$ cat config.mk
export PLATFORM = sky130hd
export DESIGN_NAME = muldiv_sequencer
export DESIGN_NICKNAME = d
export VERILOG_FILES = /design/src/rtl/muldiv_sequencer.sv
export SDC_FILE = /design/constraint.sdc
export NUM_CORES = 1
export LEC_CHECK = 0
export ABC_AREA = 1
export CORE_UTILIZATION = 59
export CTS_CLUSTER_DIAMETER = 40
export DETAILED_ROUTE_END_ITERATION = 8
export PLACE_DENSITY = 0.82
export RECOVER_POWER = 50
export SETUP_SLACK_MARGIN = 0.4
export SYNTH_ARGS = -nofsm -noshare
export SYNTH_HDL_FRONTEND = slang
export SYNTH_SLANG_ARGS = --single-unit
$ cat constraint.sdc
create_clock -name clk -period 3.26 [get_ports clk]
set_clock_uncertainty 0.05 [all_clocks]
set_input_delay 0.652 -clock clk [delete_from_list [all_inputs] [get_ports clk]]
set_output_delay 0.652 -clock clk [all_outputs]
set_load 0.03 [all_outputs]
$ cat src/rtl/muldiv_sequencer.sv
// Iterative multiply/divide unit: shift-add multiply and restoring divide, one bit per cycle.
// Define MULDIV_SIGNED_EN to honour is_signed (magnitude datapath plus sign correction on FIN entry).
module muldiv_sequencer #(
    parameter int WIDTH = 32
) (
    input  logic             clk,
    input  logic             rst_n,
    input  logic             start,
    input  logic [3:0]       alu_ctl,
    input  logic [WIDTH-1:0] a,
    input  logic [WIDTH-1:0] b,
    input  logic             is_signed,
    input  logic             flush,
    output logic             busy,
    output logic             done,
    output logic [WIDTH-1:0] result_lo,
    output logic [WIDTH-1:0] result_hi,
    output logic             div_by_zero
);
    localparam int CW = $clog2(WIDTH + 1);
    localparam logic [CW-1:0] LAST_CNT = CW'(WIDTH);
    localparam logic [3:0] CTL_MUL = 4'b0011;
    localparam logic [3:0] CTL_DIV = 4'b0100;

    typedef enum logic [1:0] {IDLE, MUL, DIV, FIN} state_t;

    state_t             state_reg, state_next;
    logic [2*WIDTH-1:0] acc_reg, acc_next;
    logic [WIDTH-1:0]   opnd_reg, opnd_next;
    logic [CW-1:0]      cnt_reg, cnt_next;
    logic               neg_a_reg, neg_a_next;
    logic               neg_b_reg, neg_b_next;
    logic [WIDTH-1:0]   lo_reg, lo_next;
    logic [WIDTH-1:0]   hi_reg, hi_next;
    logic               dz_reg, dz_next;

    logic use_signed;
`ifdef MULDIV_SIGNED_EN
    assign use_signed = is_signed;
`else
    assign use_signed = is_signed & 1'b0;
`endif

    logic             a_neg, b_neg;
    logic [WIDTH-1:0] a_mag, b_mag;
    assign a_neg = use_signed & a[WIDTH-1];
    assign b_neg = use_signed & b[WIDTH-1];
    assign a_mag = a_neg ? -a : a;
    assign b_mag = b_neg ? -b : b;

    // Multiply keeps {partial_hi, multiplier} in acc; divide keeps {remainder, dividend/quotient}.
    logic [WIDTH:0]     mul_sum, div_diff;
    logic [2*WIDTH:0]   div_sh;
    logic [2*WIDTH-1:0] mul_step, div_step, prod_fix;
    logic [WIDTH-1:0]   quot_fix, rem_fix, dz_hi;

    assign mul_sum  = {1'b0, acc_reg[2*WIDTH-1:WIDTH]} + {1'b0, opnd_reg};
    assign mul_step = acc_reg[0] ? {mul_sum, acc_reg[WIDTH-1:1]} : {1'b0, acc_reg[2*WIDTH-1:1]};
    assign div_sh   = {acc_reg, 1'b0};
    assign div_diff = div_sh[2*WIDTH:WIDTH] - {1'b0, opnd_reg};
    assign div_step = div_diff[WIDTH] ? div_sh[2*WIDTH-1:0]
                                      : {div_diff[WIDTH-1:0], div_sh[WIDTH-1:1], 1'b1};

    assign prod_fix = (neg_a_reg ^ neg_b_reg) ? -acc_reg : acc_reg;
    assign quot_fix = (neg_a_reg ^ neg_b_reg) ? -acc_reg[WIDTH-1:0] : acc_reg[WIDTH-1:0];
    assign rem_fix  = neg_a_reg ? -acc_reg[2*WIDTH-1:WIDTH] : acc_reg[2*WIDTH-1:WIDTH];
    assign dz_hi    = neg_a_reg ? -acc_reg[WIDTH-1:0] : acc_reg[WIDTH-1:0];

    always_comb begin
        state_next = state_reg;
        acc_next   = acc_reg;
        opnd_next  = opnd_reg;
        cnt_next   = cnt_reg;
        neg_a_next = neg_a_reg;
        neg_b_next = neg_b_reg;
        lo_next    = lo_reg;
        hi_next    = hi_reg;
        dz_next    = dz_reg;
        case (state_reg)
            IDLE: begin
                if (start && !flush && (alu_ctl == CTL_MUL || alu_ctl == CTL_DIV)) begin
                    neg_a_next = a_neg;
                    neg_b_next = b_neg;
                    cnt_next   = '0;
                    if (alu_ctl == CTL_MUL) begin
                        opnd_next  = a_mag;
                        acc_next   = {{WIDTH{1'b0}}, b_mag};
                        state_next = MUL;
                    end else begin
                        opnd_next  = b_mag;
                        acc_next   = {{WIDTH{1'b0}}, a_mag};
                        state_next = DIV;
                    end
                end
            end
            MUL: begin
                if (flush) begin
                    state_next = IDLE;
                end else if (cnt_reg == LAST_CNT) begin
                    {hi_next, lo_next} = prod_fix;
                    dz_next    = 1'b0;
                    state_next = FIN;
                end else begin
                    acc_next = mul_step;
                    cnt_next = cnt_reg + CW'(1);
                end
            end
            DIV: begin
                if (flush) begin
                    state_next = IDLE;
                end else if (opnd_reg == '0) begin
                    lo_next    = '1;
                    hi_next    = dz_hi;
                    dz_next    = 1'b1;
                    state_next = FIN;
                end else if (cnt_reg == LAST_CNT) begin
                    lo_next    = quot_fix;
                    hi_next    = rem_fix;
                    dz_next    = 1'b0;
                    state_next = FIN;
                end else begin
                    acc_next = div_step;
                    cnt_next = cnt_reg + CW'(1);
                end
            end
            default: state_next = IDLE;
        endcase
    end

    always_ff @(posedge clk or negedge rst_n) begin
        if (!rst_n) begin
            state_reg <= IDLE;
            acc_reg   <= '0;
            opnd_reg  <= '0;
            cnt_reg   <= '0;
            neg_a_reg <= 1'b0;
            neg_b_reg <= 1'b0;
            lo_reg    <= '0;
            hi_reg    <= '0;
            dz_reg    <= 1'b0;
        end else begin
            state_reg <= state_next;
            acc_reg   <= acc_next;
            opnd_reg  <= opnd_next;
            cnt_reg   <= cnt_next;
            neg_a_reg <= neg_a_next;
            neg_b_reg <= neg_b_next;
            lo_reg    <= lo_next;
            hi_reg    <= hi_next;
            dz_reg    <= dz_next;
        end
    end

    assign busy        = (state_reg == MUL) || (state_reg == DIV);
    assign done        = (state_reg == FIN);
    assign result_lo   = lo_reg;
    assign result_hi   = hi_reg;
    assign div_by_zero = dz_reg;
endmodule

# Word level (Yosys, flattened, before mapping)
# Cells that the tools add are included.
# W data, S select, Z words.
# totals
ff_bits	169
inputBits	73
# classes
add_sub_neg	3
n_eq_ne	14
n_mux	39
reduce_logical	14
# op_table
op	count
$mux W64	8
$mux W32	10
$pmux W64 S3	1
$pmux W32 S2	2
$add A32 B32 Y33	1
$sub A33 B32 Y33	1
$logic_not A32 Y1	1
$mux W6	5
$pmux W6 S3	1
$ne A2 B2 Y1 const B	7
$mux W2	6
$reduce_and A5 Y1	2
$reduce_and A7 Y1	1
$add A6 B1 Y6 const B	1
$eq A6 B6 Y1 const B	1
$pmux W2 S3	1
$eq A2 B2 Y1 const B	2
$eq A4 B2 Y1 const B	1
$eq A4 B3 Y1 const B	1
$mux W1	4
$ne A3 B3 Y1 const B	1
$reduce_and A3 Y1	1
$reduce_bool A3 Y1	1
$eq A2 B1 Y1 const B	1
other kinds (7)	9

# Depth between registers and ports, before layout
# logic_depth
ltp_word	6
depth_mapped	20
ltp_nobuf	19

# Worst setup path after synthesis
# No wires, ideal clock.
# synth_path
path_kind	register to register
from	register acc_reg[31]
to	register acc_reg[33]
t_arrival_ns	2.156
setup_slack_ns	0.938
stages_incl_launch_ff	19
n_path_buf	1
cell_sequence	dfrtp_1 > inv_1 > ha_1 > fa_1 > inv_1 > nand2_1 > nand2_1 > nand3_1 > nand2_1 > nand2_2 > nand2_2 > nand2_4 > nand3_4 > buf_2 > nand3_1 > nand3_1 > nand2_1 > nand2_1 > nand2_1
# synth_between
elab_chain_len	6
# synth_rtl
item	line_no	rtl
from (decl)	28	logic [2*WIDTH-1:0] acc_reg, acc_next;
from (signal assigned)	143	acc_reg <= acc_next;
$sub A33 B32 Y33	60	assign div_diff = div_sh[2*WIDTH:WIDTH] - {1'b0, opnd_reg};
$mux W64	61	assign div_step = div_diff[WIDTH] ? div_sh[2*WIDTH-1:0]
$mux W64	116	end else if (cnt_reg == LAST_CNT) begin
$mux W64	111	end else if (opnd_reg == '0) begin
$mux W64	109	if (flush) begin
$pmux W64 S3	79	case (state_reg)
# Every way passes these cells. The select of a mux whose other input is x is not followed.
# A chain may end at the register's enable or synchronous reset.

# Worst setup path in the final report
# layout_path
from	register acc_reg[31]
to	register acc_reg[35]
# Same word-level chain as after synthesis.

==> impl_metrics.py <==
metrics = {
    "flow_run": {
        "cap_violations": 1,
    },
    "sta": {
        "finalSetupViolations": 0,
        "hold_viol": 0,
        "maxSlewViolCount": 69,
        "fmax_ghz": 0.361,
        "worstMarginPinSlew_ns": 1.77,
        "setup_tns_ns": 0,
        "rsz0062_at_grt": "false",
        "period_needed_ns": 2.77,
        "slew_headroom_pct": -18.2,
        "timing.final.crit_share_pct": 84.9,
    },
    "clocking": {
        "cts.clk_slew.worst_paths_ns": 0.09,
        "cts_hold_buffers": 0,
        "clockBufferDepth": 2,
        "htree_levels": 4,
        "root_buffer": "clkbuf_16",
        "cts_buffers": 17,
        "clock-sinks": 169,
        "cts_tree": "built",
        "clock_latency_ns": 0.46,
    },
    "die": {
        "die-area_um2": 24500,
        "num_io_pins": 140,
        "rows": 56,
        "die_w_um": 157,
        "die-height_um": 157,
        "initial_utilization_pct": 60.1,
        "coreArea_um2": 23500,
    },
    "setup_path": {
        "path_common_cell": "nand2_1",
        "slowest_stage": "dfrtp_1",
        "r2r-start": "acc_reg[31]$_DFFE_PN0P_",
        "cp.required_ns": 3.57,
        "critPathTopFamily": "simple AND/OR/NAND/NOR gates",
        "arrival_ns": 3.07,
        "ff2ff_path_depth": 20,
        "path_buf_inv": 3,
        "crit_end": "acc_reg[35]$_DFFE_PN0P_",
        "end_kind": "flop",
        "r2r_end": "acc_reg[35]$_DFFE_PN0P_",
        "start_kind": "flop",
        "critPathMaxStageDelay_ns": 0.40,
        "crit_start": "acc_reg[31]$_DFFE_PN0P_",
        "reg2reg_slack_ns": 0.49,
        "worstPathCellList": "inv_1 -> ha_2 -> fa_2 -> inv_1 -> nand2_1 -> nand2_1 -> nand3_1 -> nand2_2 -> nand2_2 -> nand2_2 -> nand2_4 -> nand2_4 -> nand2_4 -> nand2_2 -> buf_12 -> nand2_1 -> nand3_1 -> nand2_1 -> nand2_1 -> nand2_1",
        "crit_fanout": 20,
        "crit_type": "reg2reg",
        "crit_cells": 20,
    },
    "grt": {
        "grt_max_degree": 70,
        "grt_pass1_wl_mm": 77.0,
        "antenna_found_initial": 0,
        "gr-total-overflow": 0,
        "grt_pass1_vias": 14400,
        "track_usage_pct": 41.0,
    },
    "synthesis": {
        "synth_top_area_cell": "dfrtp_1",
        "synth_top_area_share_pct": 30.0,
        "synth.yosys.seq_area_share_pct": 30.0,
        "synth_area_leaders": "dfrtp_1 (30%), nand2_1 (20%), inv_1 (8.1%)",
        "syn-num-nets": 2370,
        "ys_seq_elements": 169,
        "synth_area_um2": 14100,
        "ys_types": 44,
        "yosysWarnings": 0,
        "syn_area_per_cell_um2": 6.34,
        "synthCells": 2225,
    },
    "min_path": {
        "hold_path.class": "reg2reg",
    },
    "power_and_ir_drop": {
        "power_density_nw_per_um2": 668,
        "ir_drop_uv": 380,
        "finalPower_w": 0.0111,
        "p_leak_nw": 8.69,
    },
    "drt": {
        "wl_per_cell_um": 18.8,
        "viasPerCell": 5.90,
        "drc_errors": 0,
        "ant_nets": 0,
        "wirelength_mm": 50.0,
        "via_count": 15700,
        "drtPass1Iterations": 6,
        "dr.first_iter.drc_count": 1853,
    },
    "place": {
        "hpwl_mm": 38.0,
        "numPortBuffers": 138,
        "gp_congestion": 0.991,
        "postPlaceCellArea_um2": 15900,
    },
    "run_status": {
        "status": "complete, but fails checks",
        "failed_checks": "max-capacitance violations, max-slew violations",
    },
    "cells_and_area": {
        "post-route-cell-area_um2": 16600,
        "areaGrowthSynthToFinish_pct": 17.5,
        "num_antenna_cells": 0,
        "finish.utilization_pct": 70.6,
        "nets": 2480,
        "largest_reg_flops": 64,
        "layout-drive-gt1-share_pct": 6.77,
    },
}
[logic make-up after synthesis]
group                    share of synthesized area, %
buffers and inverters                            11.4
flip-flops                                       30.0
AND/OR/NAND/NOR                                  33.6
XOR/XNOR                                        0.932
AO/OA/AOI/OAI                                    17.6
adder cells (fa/ha/maj)                          6.50
[worst min-delay path by stage]
stage,slack (ns),endpoint,from,cells past startpoint
final,0.43,result_hi[3]$_DFFE_PN0P_,result_hi[3]$_DFFE_PN0P_,2
after floorplan,0.31,acc_reg[0]$_DFFE_PN0P_,rst_n,0
after detailed placement,0.42,result_hi[3]$_DFFE_PN0P_,result_hi[3]$_DFFE_PN0P_,2
after global placement,0.42,result_hi[3]$_DFFE_PN0P_,result_hi[3]$_DFFE_PN0P_,2
after CTS,0.18,opnd_reg[2]$_DFFE_PN0P_,rst_n,1
after global routing,0.46,result_hi[9]$_DFFE_PN0P_,result_hi[9]$_DFFE_PN0P_,2
[where the power goes]
part	switching (W)	internal [W]	total, W	leakage (nW)
Clock	0.00106	0.00105	0.00210	0.284
Combinational	0.00409	0.00182	0.00592	6.18
Sequential	0.000475	0.00257	0.00304	2.22
[routing by layer]
metal  GRT usage, %  up-vias  part of all wire [%]
li1               -     7438                     -
met1           54.1     7306                    41
met2           64.9      836                    45
met3           6.31      160                   8.1
met4           21.5        0                   5.1
met5              0        -                     0
[tightest hold or removal path: cells and delay by family (launching register included)]
family	cells	cell delay, ns
AO/OA/AOI/OAI	1	0.06
flip-flops	1	0.34
AND/OR/NAND/NOR	1	0.05
[through the flow]
stage	instances	worst slack (ns)	hold slack, ns
2_1_floorplan	2225	0.938	0.306
3_3_place_gp	2631	0.415	0.416
3_5_place_dp	2631	0.311	0.423
4_1_cts	2663	0.403	0.178
5_1_grt	2667	0.277	0.459
6_report	2667	0.493	0.432
[Yosys cell counts (all sizes together)]
master and n:
o21a 1, ha 70, nor3b 1, o31ai 2, dfrtp 169, nor3 15
fa 2, o21bai 10, o2111ai 1, buf 31, nand3b 11, and3 1
nand3 132, o211ai 41, a221oi 30, nand2 776, a22oi 1, inv 317
xor2 5, and2 6, or2 31, o21ai 177, a31oi 63, a21oi 96
clkbuf 61, nand4 20, a21o 2, nor4 7, xnor2 10, nor2 136
[placed cells by master, fill, tap and decap left out, drive strengths merged]
| master | instances |
|---|---|
| or2 | 31 |
| a221oi | 30 |
| dlygate4sd2 | 1 |
| and3 | 1 |
| a21oi | 96 |
| buf | 44 |
| inv | 324 |
| ha | 70 |
| a31oi | 63 |
| dfrtp | 169 |
| o211ai | 41 |
| nand2 | 776 |
| a22oi | 1 |
| o21bai | 10 |
| dlygate4sd3 | 32 |
| xor2 | 5 |
| nor3b | 1 |
| xnor2 | 10 |
| clkbuf | 20 |
| clkinv | 5 |
| nor4 | 7 |
| o2111ai | 1 |
| nor2 | 136 |
| and2 | 6 |
| o21ai | 177 |
| fa | 2 |
| o31ai | 2 |
| clkdlybuf4s50 | 104 |
| o21a | 1 |
| nand4 | 20 |
| nand3 | 132 |
| nor3 | 15 |
| a21o | 2 |
| nand3b | 11 |
| clkinvlp | 2 |
[cell type report]
class | instances | area (um^2)
multi-input combinational | 1647 | 8340
fill | 2029 | 6910
sequential | 169 | 4230
timing repair buffer | 183 | 1810
inverter | 317 | 1190
clock buffer | 18 | 439
tap | 319 | 399
clock inverter | 14 | 150
[timing repair]
| item | CTS | global route |
|---|---|---|
| pin swaps | 0 | 2 |
| buffers inserted | 0 | 4 |
| endpoints found under the setup margin | 51 | 97 |
| resized for setup | 7 | 19 |
Power figures use the tool's default switching activity.
